**src/rtl/banco_registradores_param.sv**
```systemverilog
// Parametrised register file: two registered read ports with write-first
// bypass, optional hardwired zero register, and a sequenced clear-all sweep
// that raises Ocupado while it runs.

// One read port: computes the post-edge value of the addressed register
// (sweep clear beats write, zero register beats both) and registers it.
module banco_registradores_param_leitura #(
  parameter int LARGURA      = 8,
  parameter int PROFUNDIDADE = 8,
  parameter int END          = 3,
  parameter int ZERO_FIXO    = 0
) (
  input  logic                                   i_clock,
  input  logic                                   i_reset_n,
  input  logic [END-1:0]                         i_end,
  input  logic [PROFUNDIDADE-1:0][LARGURA-1:0]   i_br,
  input  logic                                   i_escreve,
  input  logic [END-1:0]                         i_end_escr,
  input  logic [LARGURA-1:0]                     i_dado_escr,
  input  logic                                   i_limpando,
  input  logic [END-1:0]                         i_indice,
  output logic [LARGURA-1:0]                     o_dado
);
  logic [LARGURA-1:0] w_prox;
  logic [LARGURA-1:0] r_dado;

  // Value the addressed register will hold after this edge.
  always_comb begin
    w_prox = i_br[i_end];
    if (i_limpando && (i_end == i_indice))
      w_prox = '0;
    else if (i_escreve && (i_end == i_end_escr))
      w_prox = i_dado_escr;
    if ((ZERO_FIXO != 0) && (i_end == '0))
      w_prox = '0;
  end

  // Registered read data.
  always_ff @(posedge i_clock or negedge i_reset_n) begin
    if (!i_reset_n) r_dado <= '0;
    else            r_dado <= w_prox;
  end

  assign o_dado = r_dado;
endmodule

module banco_registradores_param #(
  parameter int LARGURA      = 8,
  parameter int PROFUNDIDADE = 8,
  parameter int END          = $clog2(PROFUNDIDADE),
  parameter int ZERO_FIXO    = 0
) (
  input  logic               Clock,
  input  logic               Reset_n,
  input  logic [END-1:0]     RegLido1,
  input  logic [END-1:0]     RegLido2,
  input  logic [END-1:0]     RegEscr,
  input  logic [LARGURA-1:0] DadoEscr,
  input  logic               RegWrite,
  input  logic               Limpar,
  output logic [LARGURA-1:0] Dado1,
  output logic [LARGURA-1:0] Dado2,
  output logic               Ocupado
);
  localparam int               NUM_LEIT = 2;
  localparam logic [END-1:0]   ULTIMO   = END'(PROFUNDIDADE - 1);

  typedef enum logic {OCIOSO = 1'b0, LIMPANDO = 1'b1} estado_t;

  estado_t                              r_estado, w_prox_estado;
  logic [END-1:0]                       r_indice;
  logic [PROFUNDIDADE-1:0][LARGURA-1:0] r_br;
  logic                                 w_limpando;
  logic                                 w_escreve;
  logic [NUM_LEIT-1:0][END-1:0]         w_end_lido;
  logic [NUM_LEIT-1:0][LARGURA-1:0]     w_dado;

  // FSM state register.
  always_ff @(posedge Clock or negedge Reset_n) begin
    if (!Reset_n) r_estado <= OCIOSO;
    else          r_estado <= w_prox_estado;
  end

  // FSM next state: Limpar is only seen while idle, so no restart mid-sweep.
  always_comb begin
    w_prox_estado = r_estado;
    case (r_estado)
      OCIOSO:   if (Limpar)             w_prox_estado = LIMPANDO;
      LIMPANDO: if (r_indice == ULTIMO) w_prox_estado = OCIOSO;
      default:                          w_prox_estado = OCIOSO;
    endcase
  end

  // FSM outputs.
  always_comb begin
    w_limpando = (r_estado == LIMPANDO);
    Ocupado    = w_limpando;
  end

  // Sweep index; END-bit wrap back to 0 after the last register is intended.
  always_ff @(posedge Clock or negedge Reset_n) begin
    if (!Reset_n)        r_indice <= '0;
    else if (w_limpando) r_indice <= r_indice + END'(1);
  end

  // A write is accepted only when idle and no clear is being requested;
  // writes to the hardwired zero register are dropped here.
  assign w_escreve = RegWrite && !w_limpando && !Limpar &&
                     !((ZERO_FIXO != 0) && (RegEscr == '0));

  // Register storage: sweep clear or normal write.
  always_ff @(posedge Clock or negedge Reset_n) begin
    if (!Reset_n)        r_br           <= '0;
    else if (w_limpando) r_br[r_indice] <= '0;
    else if (w_escreve)  r_br[RegEscr]  <= DadoEscr;
  end

  assign w_end_lido[0] = RegLido1;
  assign w_end_lido[1] = RegLido2;

  for (genvar g = 0; g < NUM_LEIT; g++) begin : g_leitura
    banco_registradores_param_leitura #(
      .LARGURA      (LARGURA),
      .PROFUNDIDADE (PROFUNDIDADE),
      .END          (END),
      .ZERO_FIXO    (ZERO_FIXO)
    ) u_leitura (
      .i_clock     (Clock),
      .i_reset_n   (Reset_n),
      .i_end       (w_end_lido[g]),
      .i_br        (r_br),
      .i_escreve   (w_escreve),
      .i_end_escr  (RegEscr),
      .i_dado_escr (DadoEscr),
      .i_limpando  (w_limpando),
      .i_indice    (r_indice),
      .o_dado      (w_dado[g])
    );
  end

  assign Dado1 = w_dado[0];
  assign Dado2 = w_dado[1];
endmodule

```
**config.mk**
```make
export PLATFORM = sky130hd
export DESIGN_NAME = banco_registradores_param
export DESIGN_NICKNAME = d
export VERILOG_FILES = /design/src/rtl/banco_registradores_param.sv
export SDC_FILE = /design/constraint.sdc
export NUM_CORES = 1
export LEC_CHECK = 0
export ABC_AREA = 1
export BUFFER_PORTS_ARGS = -buffer_cell sky130_fd_sc_hd__buf_2
export CAP_MARGIN = 5
export CORE_UTILIZATION = 60
export DETAILED_ROUTE_END_ITERATION = 8
export GPL_TIMING_DRIVEN = 1
export PLACE_DENSITY = 0.82
export SYNTH_ARGS = -nofsm -noshare
export SYNTH_HDL_FRONTEND = slang
export SYNTH_SLANG_ARGS = --single-unit
```
**constraint.sdc**
```tcl
create_clock -name Clock -period 1.85 [get_ports Clock]
set_clock_uncertainty 0.05 [all_clocks]
set_input_delay 0 -clock Clock [delete_from_list [all_inputs] [get_ports Clock]]
set_output_delay 0 -clock Clock [all_outputs]
set_load 0.02 [all_outputs]
```
==> impl_metrics.env, run 1 <==
export IMPL_synth_edf_count=0
export IMPL_areaGrowthSynthToFinish_pct=11.3
export IMPL_power_density_nw_per_um2=1030
export IMPL_max_slew_worst_pin_slew_ns=0.507
export IMPL_finalNetCount=735
export IMPL_antenna_cells=0
export IMPL_synthesis_nets=693
export IMPL_synth_top_cell_area_share=0.434
export IMPL_ys_warn_count=0
export IMPL_status="complete, no violations"
export IMPL_setup_ws_ns=0.162
export IMPL_clock_root_buffer="clkbuf_8"
export IMPL_fp_coreArea_um2=7770
export IMPL_pin_count=38
export IMPL_dr_pass1_iters=6
export IMPL_dp_cells=793
export IMPL_multiInputGateArea_um2=2430
export IMPL_clk_pin_slew_worst_paths_ns=0.09
export IMPL_grt_pass1_wl_um=24100
export IMPL_place_gp_congestion=0.957
export IMPL_drtAntennaViolNets=0
export IMPL_die_w_um=91.8
export IMPL_ys_async_sr_fraction=1.00
export IMPL_synth_top_cells_by_count="248 x nand2_1, 155 x nand3_1, 84 x dfrtp_1"
export IMPL_hold_viol_final=0
export IMPL_drive_gt1_frac=0.146
export IMPL_leakagePower_nw=2.70
export IMPL_grt_usage=0.379
export IMPL_cap_violations=0
export IMPL_report_final_slew_viol_count=0
export IMPL_synth_cells=670
export IMPL_crit_fanout=16
export IMPL_fin_util=0.694
export IMPL_avgRoutedWirePerCell_um=18.4
export IMPL_clk_latency_ns=0.36
export IMPL_ys_flop_type="dfrtp_1"
export IMPL_fin_crit_ns=1.69
export IMPL_syn_avg_cell_area_um2=7.22
export IMPL_ys_seq_area_frac=0.434
export IMPL_rsz0062_at_grt="no"
export IMPL_port_buffers=37
export IMPL_die_y_um=91.8
export IMPL_initial_utilization=0.623
export IMPL_antenna_found_initial=0
export IMPL_min_path_type="in -> async"
export IMPL_first_global_vias=4543
export IMPL_dieArea_um2=8430
export IMPL_post_cts_setup_buffers=0
export IMPL_place_ws_ns=0.123
export IMPL_fin_crit_sh=0.913
export IMPL_netlist_top_cells_area="dfrtp_1 43%, nand2_1 19%, nand3_1 16%"
export IMPL_yosys_area_top_type="dfrtp_1"
export IMPL_regArea_um2=2100
export IMPL_end_kind="register"
export IMPL_fillers=685
export IMPL_finalPower_mw=5.56
export IMPL_vias_per_cell=6.02
export IMPL_ctsHtreeMaxLevel=3
export IMPL_cts_buffers=9
export IMPL_max_vdd_ir_drop_v=0.000514
export IMPL_crit_required_ns=2.01
export IMPL_grt_max_degree=46
export IMPL_max_freq_ghz=0.592
export IMPL_worst_setup_path_start_kind="register"
export IMPL_finalSetupTns_ns=0
export IMPL_critPathKind="reg -> reg"
export IMPL_clk_path_buf_depth=2
export IMPL_ys_ff_latch=84
export IMPL_synth_cell_type_count=28
export IMPL_vias=4930
export IMPL_crit_arrival_ns=1.85
export IMPL_drt_iter0_drc=685
export IMPL_grt_overflow_total=0
export IMPL_maxSlewHeadroom=0.661
export IMPL_drc=0
export IMPL_cts_sinks=84
export IMPL_synthesis_area_um2=4840
export IMPL_row_count=32
export IMPL_wl_um=15100
export IMPL_dp_final_hpwl_um=10500
export IMPL_cts_tree="done"
export IMPL_layoutNonFillerInstCount=819
export IMPL_yosysMostFrequentCell="nand2_1"
export IMPL_setup_viol=0
## routing by layer
layer / vias up / global-route usage / share of wire / routed length (µm)
li1: 2273 / - / - / -
met1: 2275 / 0.531 / 0.40 / 5990
met2: 340 / 0.590 / 0.45 / 6830
met3: 42 / 0.0705 / 0.12 / 1800
met4: 0 / 0.137 / 0.029 / 442
met5: - / 0 / 0 / 0
## sequential cells by signal (all words and copies together) (netlist names)
register	flops
g_leitura.u_leitura.o_dado	16
r_br	64
r_indice	3
Ocupado	1
## layout by cell type (no fill, tap or decap), types with 10 or more instances in the layout
| master | instances |
|---|---|
| nand3_1 | 155 |
| nor2_2 | 19 |
| dlygate4sd3_1 | 10 |
| nand2_1 | 248 |
| clkbuf_8 | 10 |
| o21ai_0 | 48 |
| nor2_1 | 30 |
| buf_4 | 14 |
| inv_1 | 21 |
| buf_2 | 36 |
| dfrtp_1 | 83 |
## worst max-delay path, cell delays in order (launching register included)
cell     delay [ns]
dfrtp_2        0.51
nor2_8         0.17
nand2_8        0.09
nor2_4         0.12
nand2_1        0.32
nand3_1        0.18
o21ai_0        0.11
## power breakdown
part | internal (mW) | switching (mW) | leakage, nW | total (mW)
clock network | 0.664 | 0.694 | 0.0918 | 1.36
registers | 2.15 | 0.316 | 1.14 | 2.47
logic | 0.554 | 1.18 | 1.47 | 1.74
total | 3.37 | 2.19 | 2.70 | 5.56
## path summary, 6_finish.rpt
kind	start	end	slack, ns	cells past startpoint
max in group asynchronous	Reset_n	r_br[53]	1.04	3
min reg2reg	r_br[12]	r_br[12]	0.46	2
max	Ocupado	r_br[32]	0.16	6
min	Reset_n	g_leitura[1].u_leitura.o_dado[0]	0.08	2
min in group Clock	RegLido2[2]	g_leitura[1].u_leitura.o_dado[0]	0.10	4
max reg2reg	Ocupado	r_br[32]	0.16	6
## metrics by stage
step                      hold slack (ns)  cell area (µm²)
final                              0.0837             5390
after global routing                0.141             5390
after CTS                          0.0957             5390
after detailed placement          -0.0475             5080
after global placement            -0.0667             5080
after floorplan                    -0.346             4840
## final cells by class
type / count / area share
Multi-Input combinational cell: 528 / 0.451
Sequential cell: 84 / 0.390
Timing Repair Buffer: 61 / 0.0752
Clock buffer: 11 / 0.0262
Tap cell: 102 / 0.0237
Inverter: 28 / 0.0218
Clock inverter: 5 / 0.0114
## repair_timing
item | 4_1_cts | 5_1_grt
hold buffers | 10 | 0
hold endpoints to repair | 80 | 0
resized for setup | 0 | 1
endpoints found under the setup margin | 0 | 24
## cell families after synthesis
group,after synthesis,share of synthesized area
DFF,84,0.434
xor gates and xnor gates,3,0.00543
AOI/OAI and AO/OA,56,0.0579
buffers and inverters,58,0.0631
adders and majority gates,2,0.00517
and+or+nand+nor,467,0.434
(Power assumes the default switching activity.)
==> inputs of run 2 (changes only) <==
--- a/config.mk
+++ b/config.mk
@@ -8,5 +8,5 @@
 export ABC_AREA = 1
 export BUFFER_PORTS_ARGS = -buffer_cell sky130_fd_sc_hd__buf_2
-export CAP_MARGIN = 5
+export CAP_MARGIN = 20
 export CORE_UTILIZATION = 60
 export DETAILED_ROUTE_END_ITERATION = 8
==> constraint.sdc (replaced) <==
create_clock -name Clock -period 1.85 [get_ports Clock]
set_clock_uncertainty 0.05 [all_clocks]
set_input_delay 0.37 -clock Clock [delete_from_list [all_inputs] [get_ports Clock]]
set_output_delay 0.37 -clock Clock [all_outputs]
set_load 0.02 [all_outputs]
==> impl_metrics.env, run 2 (synthesized netlist as in run 1, its figures left out) <==
export IMPL_timing_rr_start="Ocupado"
export IMPL_worst_setup_path_start_kind="register"
export IMPL_dr_pass1_iters=8
export IMPL_finalNetCount=730
export IMPL_initial_utilization=0.623
export IMPL_report_final_slew_viol_count=0
export IMPL_cts_tree="done"
export IMPL_finalSetupTns_ns=0
export IMPL_crit_arrival_ns=1.91
export IMPL_end_kind="register"
export IMPL_min_delay_start="DadoEscr[0]"
export IMPL_hold_viol_final=0
export IMPL_crit_path_top_delay_cell="dfrtp_2"
export IMPL_path_cells="nor2_8, nand2_8, nor2_4, nand2_1, o21ai_0"
export IMPL_crit_required_ns=2.05
export IMPL_setup_viol=0
export IMPL_layoutNonFillerInstCount=813
export IMPL_pin_count=38
export IMPL_critPathKind="reg -> reg"
export IMPL_rsz0062_at_grt="no"
export IMPL_vias=4958
export IMPL_drt_iter0_drc=514
export IMPL_grt_pass1_wl_um=24300
export IMPL_setup_worst_path_start="Ocupado"
export IMPL_leakagePower_nw=2.71
export IMPL_areaGrowthSynthToFinish_pct=10.8
export IMPL_clk_path_buf_depth=2
export IMPL_fin_crit_ns=1.70
export IMPL_clock_root_buffer="clkbuf_8"
export IMPL_post_cts_setup_buffers=0
export IMPL_max_vdd_ir_drop_v=0.000521
export IMPL_fp_coreArea_um2=7770
export IMPL_min_path_type="in -> reg"
export IMPL_max_slew_worst_pin_slew_ns=0.506
export IMPL_place_gp_congestion=0.953
export IMPL_die_w_um=91.8
export IMPL_layout_common_cells="248 x nand2_1, 155 x nand3_1, 83 x dfrtp_1, 48 x o21ai_0, 36 x buf_2"
export IMPL_maxSlewHeadroom=0.662
export IMPL_die_y_um=91.8
export IMPL_crit_fanout=16
export IMPL_dp_cells=797
export IMPL_clk_latency_ns=0.36
export IMPL_drive_gt1_frac=0.153
export IMPL_cap_violations=0
export IMPL_grt_max_degree=39
export IMPL_ctsHtreeMaxLevel=3
export IMPL_wl_um=15000
export IMPL_r2r_end="r_br[6]"
export IMPL_largest_register_ffs=64
export IMPL_power_density_nw_per_um2=1080
export IMPL_status="complete, no violations"
export IMPL_cts_buffers=9
export IMPL_dp_final_hpwl_um=10700
export IMPL_avgRoutedWirePerCell_um=18.5
export IMPL_first_global_vias=4663
export IMPL_slowest_delay_ns=0.50
export IMPL_fin_crit_sh=0.922
export IMPL_antenna_cells=0
export IMPL_cts_sinks=84
export IMPL_max_freq_ghz=0.587
export IMPL_endpoint="r_br[6]"
export IMPL_row_count=32
export IMPL_largest_register="r_br"
export IMPL_r2r_cells=5
export IMPL_clk_pin_slew_worst_paths_ns=0.09
export IMPL_vias_per_cell=6.10
export IMPL_grt_usage=0.385
export IMPL_grt_overflow_total=0
export IMPL_dieArea_um2=8430
export IMPL_drtAntennaViolNets=0
export IMPL_antenna_found_initial=0
export IMPL_port_buffers=37
export IMPL_drc=0
export IMPL_hold_depth=3
export IMPL_final_common_cell="nand2_1"
export IMPL_reg2reg_slack_ns=0.15
[run 2: changes by cell type in the layout (fill, tap and decap cells not counted)]
cell | before | now
buf_4 | 14 | 18
clkbuf_8 | 10 | 9
dlygate4sd3_1 | 10 | 1
clkbuf_1 | 1 | 0
clkinvlp_4 | 3 | 0
bufinv_16 | 1 | 3
clkinv_2 | 0 | 1
inv_6 | 0 | 1
[run 2: metrics by stage]
| stage | hold slack (ns) | utilization | worst slack, ns | power [mW] | instance area (µm²) |
|---|---|---|---|---|---|
| 6_report | 0.193 | 0.690 | 0.145 | 5.80 | 5360 |
| 5_1_grt | 0.206 | 0.690 | 0.0383 | 6.10 | 5360 |
| 4_1_cts | 0.189 | 0.690 | 0.115 | 5.76 | 5360 |
| 3_5_place_dp | 0.298 | 0.659 | 0.134 | 4.19 | 5110 |
| 3_3_place_gp | 0.290 | 0.659 | 0.207 | 4.13 | 5110 |
| 2_1_floorplan | 0.0244 | - | 0.322 | 3.58 | 4840 |
[run 2: layout make-up]
cell class	count	area [µm²]
multi-input combinational	528	2430
timing repair buffer	56	345
clock inverter	6	113
inverter	28	118
clock buffer	9	124
fill	700	2400
tap	102	128
sequential	84	2100
[run 2: timing repair]
item / in CTS / in global routing
hold buffers: 1 / 0
endpoints found under the hold margin: 32 / 0
gates resized for setup: 0 / 1
setup endpoints to repair: 0 / 28
[run 2: worst min-delay path by stage]
stage	end	slack, ns
2_1_floorplan	Ocupado	0.02
3_3_place_gp	r_br[41]	0.29
3_5_place_dp	r_br[40]	0.30
4_1_cts	r_br[56]	0.19
5_1_grt	r_br[61]	0.21
6_report	r_br[56]	0.19
[run 2: power breakdown]
part | switching [mW] | internal [mW]
clock | 0.694 | 0.895
sequential | 0.314 | 2.15
combinational | 1.19 | 0.550
[run 2: routing by layer]
layer | part of all wire | wire length (µm) | global-route usage
met4 | 0.034 | 504 | 0.152
met5 | 0 | 0 | 0
met3 | 0.12 | 1870 | 0.109
met1 | 0.40 | 5990 | 0.532
met2 | 0.44 | 6660 | 0.573
[run 2: worst max-delay path: cells and delay by family (launching register included)]
| kind | cells | cell delay [ns] |
|---|---|---|
| simple gates | 4 | 0.69 |
| flops | 1 | 0.50 |
| compound gates | 1 | 0.35 |
==> inputs of run 3 (changes only) <==
Settings changed: CTS_CLUSTER_DIAMETER from default to 40, TNS_END_PERCENT from default to 30.
Clock period 1.85 ns to 2 ns, I/O delays scaled along.
==> impl_metrics.env, run 3 (synthesized netlist as in run 1, its figures left out) <==
export IMPL_row_count=32
export IMPL_power_density_nw_per_um2=981
export IMPL_crit_required_ns=2.16
export IMPL_cts_sinks=84
export IMPL_pin_count=38
export IMPL_dieArea_um2=8430
export IMPL_rsz0062_at_grt="no"
export IMPL_report_final_slew_viol_count=0
export IMPL_hold_depth=3
export IMPL_grt_max_degree=44
export IMPL_end_kind="register"
export IMPL_final_common_cell="nand2_1"
export IMPL_antenna_found_initial=0
export IMPL_maxSlewHeadroom=0.654
export IMPL_critPathKind="reg -> reg"
export IMPL_fin_crit_ns=1.75
export IMPL_min_path_type="in -> reg"
export IMPL_r2r_cells=5
export IMPL_avgRoutedWirePerCell_um=18.2
export IMPL_seqPwrFrac=0.437
export IMPL_setup_viol=0
export IMPL_clk_pin_slew_worst_paths_ns=0.09
export IMPL_comb_power_share=0.306
export IMPL_cts_tree="done"
export IMPL_drt_iter0_drc=590
export IMPL_reg2reg_slack_ns=0.25
export IMPL_intPower_mw=3.23
export IMPL_leakagePower_nw=2.69
export IMPL_port_buffers=37
export IMPL_finalSetupTns_ns=0
export IMPL_initial_utilization=0.623
export IMPL_grt_usage=0.374
export IMPL_first_global_vias=4516
export IMPL_place_gp_congestion=0.997
export IMPL_drtAntennaViolNets=0
export IMPL_ctsHtreeMaxLevel=3
export IMPL_max_freq_ghz=0.572
export IMPL_vias=4849
export IMPL_max_slew_worst_pin_slew_ns=0.518
export IMPL_largest_register="r_br"
export IMPL_post_cts_setup_buffers=0
export IMPL_wl_um=14700
export IMPL_clk_latency_ns=0.35
export IMPL_die_w_um=91.8
export IMPL_drive_gt1_frac=0.147
export IMPL_grt_pass1_wl_um=23900
export IMPL_crit_arrival_ns=1.91
export IMPL_cap_violations=0
export IMPL_dr_pass1_iters=5
export IMPL_antenna_cells=0
export IMPL_cts_buffers=9
export IMPL_power_switching_mw=2.01
export IMPL_clock_root_buffer="clkbuf_8"
export IMPL_clk_path_buf_depth=2
export IMPL_drc=0
export IMPL_hold_viol_final=0
export IMPL_crit_fanout=10
export IMPL_die_y_um=91.8
export IMPL_max_vdd_ir_drop_v=0.000644
export IMPL_largest_register_ffs=64
export IMPL_sw_frac_of_total=0.383
export IMPL_status="complete, no violations"
export IMPL_finalNetCount=726
export IMPL_areaGrowthSynthToFinish_pct=10.3
export IMPL_vias_per_cell=5.99
export IMPL_fin_util=0.687
export IMPL_layout_common_cells="248 x nand2_1, 155 x nand3_1, 83 x dfrtp_1, 48 x o21ai_0, 36 x buf_2"
export IMPL_fin_crit_sh=0.875
export IMPL_worst_setup_path_start_kind="register"
export IMPL_fp_coreArea_um2=7770
export IMPL_p_clk_frac=0.257
export IMPL_grt_overflow_total=0
export IMPL_dp_final_hpwl_um=10600
==> run 3: cell types whose count changed in the layout (fill, tap and decap cells not counted), sizes merged <==
cell    previous run  this run
buf               55        51
bufinv             3         2
clkbuf             9        11
inv               27        26
==> run 3: final timing paths <==
kind,endpoint,startpoint
setup / recovery,r_br[48],Ocupado
hold / removal,r_br[13],DadoEscr[5]
setup reg to reg,r_br[48],Ocupado
hold reg to reg,r_br[10],r_br[10]
max in group asynchronous,r_br[2],Reset_n
min in group asynchronous,r_indice[0],Reset_n
==> run 3: what timing repair did <==
item	4_1_cts	5_1_grt
endpoints found under the hold margin	23	0
hold buffers	1	0
endpoints found under the setup margin	0	1
gates resized for setup	0	1
==> run 3: power groups by stage <==
stage                     logic, mW  clock network, mW  registers (mW)
after floorplan                1.02                  0            2.29
after global placement         1.52                  0            2.30
after detailed placement       1.57                  0            2.31
after CTS                      1.57               1.34            2.27
after global routing           1.77               1.41            2.32
final                          1.60               1.35            2.29
==> run 3: layout make-up <==
class	instances	area (µm²)
Multi-Input combinational cell	528	2430
Clock buffer	11	141
Sequential cell	84	2100
Fill cell	694	2430
Tap cell	102	128
Timing Repair Buffer	52	340
Clock inverter	4	73.8
Inverter	28	118
==> run 3: worst max-delay path, cell delays in order (launching register included) <==
cell and delay [ns]:
dfrtp_2 0.52, inv_1 0.11, nor2_1 0.29, nand3_1 0.36
nand3_1 0.18, o21ai_0 0.10
==> run 3: through the flow <==
stage,worst slack (ns),power [mW],instance area (µm²),hold WS [ns],cells
floorplan,0.472,3.31,4840,0.0544,670
global placement,0.204,3.82,5110,0.279,793
detailed placement,0.170,3.87,5110,0.288,793
CTS,0.175,5.19,5340,0.228,809
global route,0.137,5.50,5340,0.243,809
finish,0.251,5.24,5340,0.231,809
==> run 3: layer usage <==
metal | wire [µm] | vias up | part of all wire | track usage
met2 | 6460 | 317 | 0.44 | 0.568
met5 | 0 | - | 0 | 0
met1 | 6330 | 2242 | 0.43 | 0.535
li1 | - | 2255 | - | -
met3 | 1540 | 35 | 0.10 | 0.0672
met4 | 415 | 0 | 0.028 | 0.145
